[src/rtl/int_priority_ctrl.sv]
// int_priority_ctrl: prioritised interrupt controller in front of the MCU
// control unit. It edge-detects the IRQ lines and latches each edge as
// pending. Pending bits are gated by an IO-writable mask, and the lowest
// eligible index is served, one request at a time. The controller owns the
// global interrupt-enable flag.
//
// Optional build macro IRQ_SYNC_EN: when it is defined, each IRQ bit passes
// through a 2-flop synchroniser before edge detection. IRQ may then be
// asynchronous, and latency to PENDING grows by 2 cycles.
//
// Ports:
//   CLK        system clock
//   RESET_N    synchronous reset, active-low
//   IRQ        peripheral interrupt lines (index 0 = highest priority)
//   I_SET      SEI/RETIE pulse, sets IE
//   I_CLR      CLI pulse, clears IE (wins over I_SET)
//   INT_ACK    MCU entered interrupt state
//   INT_DONE   MCU executed RETID/RETIE
//   IO_STRB    IO write strobe
//   PORT_ID    IO address (MASK_PORT = mask, CLR_PORT = write-1-to-clear)
//   OUT_PORT   IO write data
//   INT_R_MCU  interrupt request to control unit (registered)
//   INT_ID     index of source being served (registered)
//   PENDING    pending register, for IN readback
//   IE         global interrupt enable
module int_priority_ctrl #(
   parameter int unsigned NUM_SRC   = 8,
   parameter logic [7:0]  MASK_PORT = 8'hF0,
   parameter logic [7:0]  CLR_PORT  = 8'hF1
) (
   input  logic               CLK,
   input  logic               RESET_N,
   input  logic [NUM_SRC-1:0] IRQ,
   input  logic               I_SET,
   input  logic               I_CLR,
   input  logic               INT_ACK,
   input  logic               INT_DONE,
   input  logic               IO_STRB,
   input  logic [7:0]         PORT_ID,
   input  logic [7:0]         OUT_PORT,
   output logic               INT_R_MCU,
   output logic [2:0]         INT_ID,
   output logic [NUM_SRC-1:0] PENDING,
   output logic               IE
);

   typedef enum logic [1:0] {
      ST_IDLE    = 2'd0,
      ST_REQ     = 2'd1,
      ST_SERVICE = 2'd2
   } state_e;

   state_e             state_q;
   logic [NUM_SRC-1:0] irq_s;
   logic [NUM_SRC-1:0] irq_prev_q;
   logic [NUM_SRC-1:0] pending_q;
   logic [NUM_SRC-1:0] pending_d;
   logic [NUM_SRC-1:0] mask_q;
   logic               ie_q;
   logic               ie_d;
   logic               int_r_q;
   logic [2:0]         int_id_q;

   logic [NUM_SRC-1:0] edge_det;
   logic [NUM_SRC-1:0] eligible;
   logic [NUM_SRC-1:0] clr_vec;
   logic [NUM_SRC-1:0] sel_vec;
   logic [2:0]         win_id;
   logic               win_found;
   logic               take;
   logic               mask_wr;
   logic               clr_wr;

`ifdef IRQ_SYNC_EN
   // Two-stage synchroniser for asynchronous IRQ lines
   logic [NUM_SRC-1:0] sync1_q;
   logic [NUM_SRC-1:0] sync2_q;

   always_ff @(posedge CLK) begin
      if (!RESET_N) begin
         sync1_q <= '0;
         sync2_q <= '0;
      end else begin
         sync1_q <= IRQ;
         sync2_q <= sync1_q;
      end
   end

   assign irq_s = sync2_q;
`else
   assign irq_s = IRQ;
`endif

   assign edge_det = irq_s & ~irq_prev_q;
   assign eligible = pending_q & mask_q;
   assign mask_wr  = IO_STRB && (PORT_ID == MASK_PORT);
   assign clr_wr   = IO_STRB && (PORT_ID == CLR_PORT);
   assign clr_vec  = clr_wr ? OUT_PORT[NUM_SRC-1:0] : '0;

   // Lowest eligible index wins
   always_comb begin
      win_id    = 3'd0;
      win_found = 1'b0;
      for (int i = 0; i < NUM_SRC; i++) begin
         if (eligible[i] && !win_found) begin
            win_found = 1'b1;
            win_id    = 3'(i);
         end
      end
   end

   assign take = (state_q == ST_IDLE) && ie_q && win_found;

   always_comb begin
      sel_vec = '0;
      if (take) sel_vec[win_id] = 1'b1;
   end

   // A new edge beats a clear or a service in the same cycle
   assign pending_d = (pending_q & ~clr_vec & ~sel_vec) | edge_det;

   // I_CLR beats I_SET; accepting a request always drops IE
   always_comb begin
      ie_d = ie_q;
      if (I_SET) ie_d = 1'b1;
      if (I_CLR) ie_d = 1'b0;
      if (take)  ie_d = 1'b0;
   end

   // State register, pending/mask/IE and registered request outputs
   always_ff @(posedge CLK) begin
      if (!RESET_N) begin
         state_q    <= ST_IDLE;
         irq_prev_q <= irq_s;
         pending_q  <= '0;
         mask_q     <= '0;
         ie_q       <= 1'b0;
         int_r_q    <= 1'b0;
         int_id_q   <= 3'd0;
      end else begin
         irq_prev_q <= irq_s;
         pending_q  <= pending_d;
         ie_q       <= ie_d;
         if (mask_wr) mask_q <= OUT_PORT[NUM_SRC-1:0];
         case (state_q)
            ST_IDLE: begin
               if (take) begin
                  state_q  <= ST_REQ;
                  int_r_q  <= 1'b1;
                  int_id_q <= win_id;
               end
            end
            ST_REQ: begin
               if (INT_ACK) begin
                  state_q <= ST_SERVICE;
                  int_r_q <= 1'b0;
               end
            end
            ST_SERVICE: begin
               if (INT_DONE) state_q <= ST_IDLE;
            end
            default: begin
               state_q <= ST_IDLE;
               int_r_q <= 1'b0;
            end
         endcase
      end
   end

   assign INT_R_MCU = int_r_q;
   assign INT_ID    = int_id_q;
   assign PENDING   = pending_q;
   assign IE        = ie_q;

endmodule

[config.mk]
export PLATFORM = sky130hd
export DESIGN_NAME = int_priority_ctrl
export DESIGN_NICKNAME = d
export VERILOG_FILES = /design/src/rtl/int_priority_ctrl.sv
export SDC_FILE = /design/constraint.sdc
export NUM_CORES = 1
export LEC_CHECK = 0
export BUFFER_PORTS_ARGS = -buffer_cell sky130_fd_sc_hd__buf_2
export CAP_MARGIN = 20
export CORE_UTILIZATION = 44
export CTS_CLUSTER_DIAMETER = 100
export DETAILED_ROUTE_END_ITERATION = 10
export PLACE_DENSITY = 0.85
export SLEW_MARGIN = 20
export SYNTH_ARGS = -nofsm -noshare
export SYNTH_HDL_FRONTEND = slang
export SYNTH_SLANG_ARGS = --single-unit
[constraint.sdc]
create_clock -name CLK -period 1.5 [get_ports CLK]
set_clock_uncertainty 0.05 [all_clocks]
set_input_delay 0.15 -clock CLK [delete_from_list [all_inputs] [get_ports CLK]]
set_output_delay 0.15 -clock CLK [all_outputs]
set_load 0.03 [all_outputs]
==> impl_metrics.tcl, run 1 <==
set metrics [dict create \
    status "complete, but fails checks" \
    failed_checks "negative setup slack" \
    worstSkewPairLatency_ns 0.34 \
    setup.worst_path.class "reg -> reg" \
    final_hold_viol_count 0 \
    numCtsBuffers 5 \
    setup_viol 1 \
    post_route_cells_drive_above_1_share_pct 44.3 \
    grtUsageMet1_pct 22.7 \
    hold_path_end "IE$_SDFFE_PP0P_" \
    most-common-layout-cells "43 x sky130_fd_sc_hd__buf_2, 23 x sky130_fd_sc_hd__dfxtp_1, 19 x sky130_fd_sc_hd__buf_4" \
    grt_most_used_layer "met2" \
    r2r_cells 5 \
    grt_max_degree 30 \
    via_count 1291 \
    power.internal_mw 1.13 \
    rsz0062_at_grt "yes" \
    place_hpwl_mm 2.28 \
    synth_enable_flop_cells 0 \
    switching_share_pct 25.8 \
    final-instance-count-excl-fill 243 \
    ys_ff_latch 31 \
    fmax_mhz 666 \
    number_of_placement_rows 19 \
    clock_transition_at_the_register_clock_pins_on_the_worst_setup_and_hold_paths_after_cts_ns 0.10 \
    drt_antenna_net_count 0 \
    final_max_slew_viol_count 0 \
    setup_tns_ns -0.00108 \
    gr-usage-met2_pct 36.9 \
    critical_path.reg2reg.startpoint "mask_q[6]$_SDFFE_PN0P_" \
    postSynthCellCount 137 \
    critical_path.endpoint_type "flip-flop" \
    htree_levels 2 \
    clockPowerShare_pct 29.9 \
    min_period_ns 1.50 \
    wire_per_inst_um 13.1 \
    clk_path_buf_depth 2 \
    mean_post_synth_cell_area_um2 9.42 \
    die_w_um 56.1 \
    worst_ep_required_time_ns 1.69 \
    share_of_total_power_in_combinational_logic_pct 12.8 \
    timing.max_cap.violations 0 \
    clock_sinks 31 \
    number_of_detailed_route_iterations_in_the_first_pass 4 \
    crit-reg2reg-capture "PENDING[6]$_SDFF_PN0_" \
    via_per_inst 5.31 \
    final_area_um2 1880 \
    cts.root.buffer_cell "sky130_fd_sc_hd__clkbuf_4" \
    hold_path.startpoint "I_SET" \
    wl_mm 3.19 \
    die_h_um 56.1 \
    synth_fp_nets 168 \
    core_region_area_um2 2760 \
    hold_path_depth 3 \
    netSwitchingPower_mw 0.395 \
    mostFrequentLayoutCell "sky130_fd_sc_hd__buf_2" \
    hold_path.class "in -> reg" \
    synth.lib_cells_used.distinct 33 \
    drc_errors 0 \
    grt_util_met3_pct 6.05 \
    top_level_ports 44 \
    grt_overflow_total 0 \
    fin_ws_ns -0.00108 \
    synth.yosys.seq_area_share_pct 48.1 \
    global_route.usage.total_pct 21.1 \
    power.sequential.fraction_pct 57.3 \
    cp-start-kind "flip-flop" \
    clock_tree_from_tritoncts "done" \
    numPlacedInstances 225 \
    floorplan.initialDensity_pct 46.8 \
    max-slew-margin-rel_pct 70.0 \
    yosysWarnings 0 \
    final.period_utilization_pct 100 \
    reg2reg_slack_ns -0.001 \
    static-leakage-power_nw 0.845 \
    synth_cell_area_um2 1290 \
    ir_drop_mv 0.713 \
    synth_async_sr_flop_share_pct 0 \
    detailedRoute.firstIterationViolations 27 \
    die-area_um2 3150 \
    grt_pass1_wl_mm 5.08 \
    grt_antenna_before_repair 0 \
    cp_data_arrival_time_ns 1.69 \
    dpl_cell_area_um2 1690 \
    fill_cell_total_of_the_finished_layout 223 \
    finalNetCount 242 \
    synthToLayoutAreaGrowth_pct 46.1 \
    grt_pass1_vias 1223 \
    insertedDiodeCount 0 \
    tightestPinTransition_ns 0.450 \
    power_per_cell_area_nw_per_um2 811 \
    crit_fanout 3 \
    port_buffers 43 \
    yosys_most_used_dff "sky130_fd_sc_hd__dfxtp_1" \
    routabilityCongestion 0.831 \
]
## synth_stat cells, types with 2 or more instances
library cell               instances  share of area [%]
sky130_fd_sc_hd__and3_1            2               0.97
sky130_fd_sc_hd__o221a_2           2                1.7
sky130_fd_sc_hd__nor2b_1           9                4.4
sky130_fd_sc_hd__mux2i_1           8                6.2
sky130_fd_sc_hd__nor3b_1           2                1.2
sky130_fd_sc_hd__clkbuf_1          3               0.87
sky130_fd_sc_hd__nand2_1          14                4.1
sky130_fd_sc_hd__nor2_2            2               0.97
sky130_fd_sc_hd__a31o_2            2                1.4
sky130_fd_sc_hd__dfxtp_1          31                 48
sky130_fd_sc_hd__a32o_1            6                4.7
sky130_fd_sc_hd__a22o_1            2                1.4
sky130_fd_sc_hd__a31oi_1           2               0.97
sky130_fd_sc_hd__o211a_1           2                1.6
sky130_fd_sc_hd__a22oi_1           3                1.7
sky130_fd_sc_hd__o21ai_0           5                1.9
sky130_fd_sc_hd__nand3_1           5                1.9
sky130_fd_sc_hd__inv_1             9                2.6
sky130_fd_sc_hd__a21oi_1           9                3.5
sky130_fd_sc_hd__buf_2             2               0.78
sky130_fd_sc_hd__nor2_1            4                1.2
sky130_fd_sc_hd__nor4b_1           2                1.4
## what timing repair did
item,CTS,global route
hold buffers,9,0
hold endpoints to repair,10,0
pin swaps,0,3
setup endpoints to repair,4,8
resized for setup,2,10
buffers inserted,0,1
## stage by stage
step	power, mW	utilization, %	hold slack [ns]	worst slack [ns]
2_1_floorplan	0.981	-	0.128	-0.0752
3_3_place_gp	1.06	61.3	0.212	-0.00353
3_5_place_dp	1.07	61.3	0.221	-0.0381
4_1_cts	1.54	66.6	0.0232	0.00256
5_1_grt	1.60	68.3	0.0273	-0.0343
6_report	1.53	68.3	0.0223	-0.00108
## critical path: stages, from the launching register on
cell,delay [ns]
sky130_fd_sc_hd__dfxtp_1,0.37
sky130_fd_sc_hd__nand2_1,0.09
sky130_fd_sc_hd__a32o_2,0.29
sky130_fd_sc_hd__a22o_1,0.19
sky130_fd_sc_hd__or2_1,0.22
sky130_fd_sc_hd__a32o_1,0.19
## flip-flops by register name (all words and copies together), names as in the netlist
register	count
state_q	2
PENDING	8
mask_q	8
INT_ID	3
irq_prev_q	8
INT_R_MCU	1
IE	1
## kinds of logic (layout without fill, tap and decap cells)
family	count (synthesis)	after routing	share of synthesized area, %
muxes	8	8	6.21
and+or+nand+nor	46	46	19.5
DFF	31	31	48.1
buffers and inverters	14	89	4.27
AOI/OAI and AO/OA	38	38	21.9
## area by class of cell
| class | instances | area (um2) | share of cell area (%) |
|---|---|---|---|
| Clock buffer | 7 | 45.0 | 2.39 |
| Clock inverter | 1 | 5.00 | 0.266 |
| Inverter | 9 | 33.8 | 1.79 |
| Multi-Input combinational cell | 92 | 658 | 34.9 |
| Sequential cell | 31 | 636 | 33.7 |
| Tap cell | 31 | 38.8 | 2.06 |
| Timing Repair Buffer | 72 | 468 | 24.8 |
## worst max-delay path by stage
stage	start	to	slack, ns	depth (start not counted)
2_1_floorplan	IE$_SDFFE_PP0P_	PENDING[6]$_SDFF_PN0_	-0.08	6
3_3_place_gp	state_q[1]$_SDFFE_PN0P_	PENDING[6]$_SDFF_PN0_	-0.004	5
3_5_place_dp	PORT_ID[1]	PENDING[3]$_SDFF_PN0_	-0.04	7
4_1_cts	PENDING[2]$_SDFF_PN0_	PENDING[6]$_SDFF_PN0_	0.003	5
5_1_grt	PENDING[6]$_SDFF_PN0_	PENDING[6]$_SDFF_PN0_	-0.03	5
6_report	mask_q[6]$_SDFFE_PN0P_	PENDING[6]$_SDFF_PN0_	-0.001	5
## routing by layer
layer / part of all wire (%) / vias up / routed length [um]
met3: 5.6 / 9 / 179
met4: 3.0 / 0 / 96
li1: - / 645 / -
met2: 49 / 44 / 1550
met1: 43 / 593 / 1360
met5: 0 / - / 0
## power by group through the flow
stage | Sequential (mW) | Clock, mW | Combinational, mW
global route | 0.878 | 0.506 | 0.213
detailed placement | 0.891 | 0 | 0.177
floorplan | 0.926 | 0 | 0.0551
global placement | 0.889 | 0 | 0.171
CTS | 0.872 | 0.473 | 0.197
finish | 0.875 | 0.457 | 0.196
Note: power is estimated with default switching activity, not from simulation.
==> run 2: changes to the inputs <==
Settings changed: CORE_ASPECT_RATIO set to 1.4.
==> impl_metrics.tcl, run 2 (same netlist as run 1, synthesis figures left out) <==
set metrics [dict create \
    setup_viol 2 \
    number_of_placement_rows 22 \
    mostFrequentLayoutCell "sky130_fd_sc_hd__buf_2" \
    drt_antenna_net_count 0 \
    insertedDiodeCount 0 \
    max-slew-margin-rel_pct 69.6 \
    reg2reg_slack_ns -0.06 \
    drc_errors 0 \
    clk_path_buf_depth 2 \
    grt_antenna_before_repair 0 \
    synthToLayoutAreaGrowth_pct 50.7 \
    final_hold_viol_count 0 \
    critical-path-max-stage-delay_ns 0.43 \
    setup.worst_path.class "reg -> reg" \
    via_count 1345 \
    critical_path.endpoint_type "flip-flop" \
    failed_checks "negative setup slack" \
    grt_pass1_vias 1377 \
    share_of_total_power_in_combinational_logic_pct 11.4 \
    numCtsBuffers 5 \
    final-instance-count-excl-fill 246 \
    fin_ws_ns -0.0579 \
    r2r_cells 5 \
    fill_cell_total_of_the_finished_layout 209 \
    switching_share_pct 23.4 \
    min_period_ns 1.56 \
    cp_data_arrival_time_ns 1.74 \
    htree_levels 2 \
    clock_sinks 31 \
    post_route_cells_drive_above_1_share_pct 47.6 \
    power_per_cell_area_nw_per_um2 903 \
    status "complete, but fails checks" \
    cp-start-kind "flip-flop" \
    clock_tree_from_tritoncts "done" \
    most-common-layout-cells "43 x sky130_fd_sc_hd__buf_2, 23 x sky130_fd_sc_hd__dfxtp_1, 18 x sky130_fd_sc_hd__buf_4" \
    clockPowerShare_pct 38.7 \
    grt_max_degree 30 \
    regArea_um2 636 \
    cts.root.buffer_cell "sky130_fd_sc_hd__clkbuf_4" \
    final_max_slew_viol_count 0 \
    hold_path.class "in -> reg" \
    die-area_um2 3160 \
    worstPathCellList "or3b_4 -> nor2_4 -> nand3_2 -> or2_1 -> a32o_1" \
    final.period_utilization_pct 104 \
    grt_pass1_wl_mm 5.63 \
    report.power.total_mw 1.76 \
    crit-reg2reg-capture "PENDING[6]$_SDFF_PN0_" \
    place_hpwl_mm 2.36 \
    wire_per_inst_um 14.5 \
    critical_path.reg2reg.startpoint "state_q[1]$_SDFFE_PN0P_" \
    multi_input_area_um2 703 \
    worstSkewPairLatency_ns 0.33 \
    finalNetCount 240 \
    via_per_inst 5.47 \
    routabilityCongestion 0.825 \
    endpoint "PENDING[6]$_SDFF_PN0_" \
    global_route.usage.total_pct 25.7 \
    wl_mm 3.57 \
    path_buf_inv 0 \
    critPathLaunch "state_q[1]$_SDFFE_PN0P_" \
    path_delay_family "simple AND/OR/NAND/NOR gates" \
    tightestPinTransition_ns 0.455 \
    grt_overflow_total 0 \
    crit_fanout 4 \
    fmax_mhz 642 \
    port_buffers 43 \
    setup_tns_ns -0.0645 \
    ir_drop_mv 0.713 \
    power.sequential.fraction_pct 50.0 \
    worst_ep_required_time_ns 1.68 \
    number_of_detailed_route_iterations_in_the_first_pass 4 \
    die_h_um 66.1 \
    crit_slowest_cell "sky130_fd_sc_hd__or3b_4" \
    floorplan.initialDensity_pct 47.8 \
    netSwitchingPower_mw 0.411 \
    core_region_area_um2 2700 \
    crit_cells 5 \
    rsz0062_at_grt "yes" \
    timing.max_cap.violations 0 \
    top_level_ports 44 \
    power.internal_mw 1.34 \
    static-leakage-power_nw 0.851 \
    detailedRoute.firstIterationViolations 24 \
    die_w_um 47.8 \
    clock_transition_at_the_register_clock_pins_on_the_worst_setup_and_hold_paths_after_cts_ns 0.10 \
    numPlacedInstances 227 \
]
[run 2: cell count changes in the layout (fill, tap and decap cells not counted), sizes merged]
cell,before,now
buf,63,61
bufinv,0,1
clkbuf,7,6
[run 2: what timing repair did]
item / in CTS / in global routing
pin swaps: 2 / 5
endpoints found under the setup margin: 7 / 7
hold endpoints to repair: 10 / 0
setup buffers: 0 / 2
hold buffers: 9 / 0
gates resized for setup: 10 / 11
[run 2: through the flow]
| step | util [%] | setup slack [ns] | hold WS (ns) | area, um2 |
|---|---|---|---|---|
| floorplan | - | -0.0752 | 0.128 | 1310 |
| global placement | 61.6 | -0.0164 | 0.215 | 1660 |
| detailed placement | 61.6 | -0.0698 | 0.217 | 1660 |
| CTS | 69.6 | 0.0000299 | 0.0154 | 1880 |
| global route | 72.1 | -0.0838 | 0.0279 | 1940 |
| finish | 72.1 | -0.0579 | 0.0318 | 1940 |
[run 2: final cells by class]
type | count | area share, %
well taps | 36 | 2.32
clock buffers | 6 | 2.64
multi-input cells | 92 | 36.2
inverters | 9 | 1.74
repair buffers | 70 | 22.7
flip-flops and latches | 31 | 32.7
clock inverters | 2 | 1.80
[run 2: how the worst min path moves through the flow]
stage | endpoint | cells past startpoint | startpoint
after global placement | irq_prev_q[1]$_DFF_P_ | 1 | IRQ[1]
after floorplan | irq_prev_q[0]$_DFF_P_ | 0 | IRQ[0]
after detailed placement | irq_prev_q[1]$_DFF_P_ | 1 | IRQ[1]
final | mask_q[2]$_SDFFE_PN0P_ | 3 | OUT_PORT[2]
after CTS | IE$_SDFFE_PP0P_ | 3 | I_SET
after global routing | mask_q[4]$_SDFFE_PN0P_ | 3 | OUT_PORT[4]
[run 2: metal layers]
metal | up-vias | global-route usage [%] | part of all wire, %
met1 | 635 | 23.1 | 37
met5 | - | 0 | 0
li1 | 638 | - | -
met3 | 16 | 8.47 | 5.3
met4 | 0 | 17.0 | 4.1
met2 | 56 | 45.1 | 53
[run 2: worst min-delay path, stage by stage]
cell	delay, ns
sky130_fd_sc_hd__buf_2	0.08
sky130_fd_sc_hd__mux2i_1	0.06
sky130_fd_sc_hd__nor2b_1	0.09
[run 2: power by group through the flow]
stage               logic [mW]  clock network, mW  registers, mW
floorplan               0.0551                  0          0.926
global placement         0.169                  0          0.890
detailed placement       0.175                  0          0.893
CTS                      0.196              0.693          0.876
global route             0.218              0.737          0.881
finish                   0.200              0.679          0.877
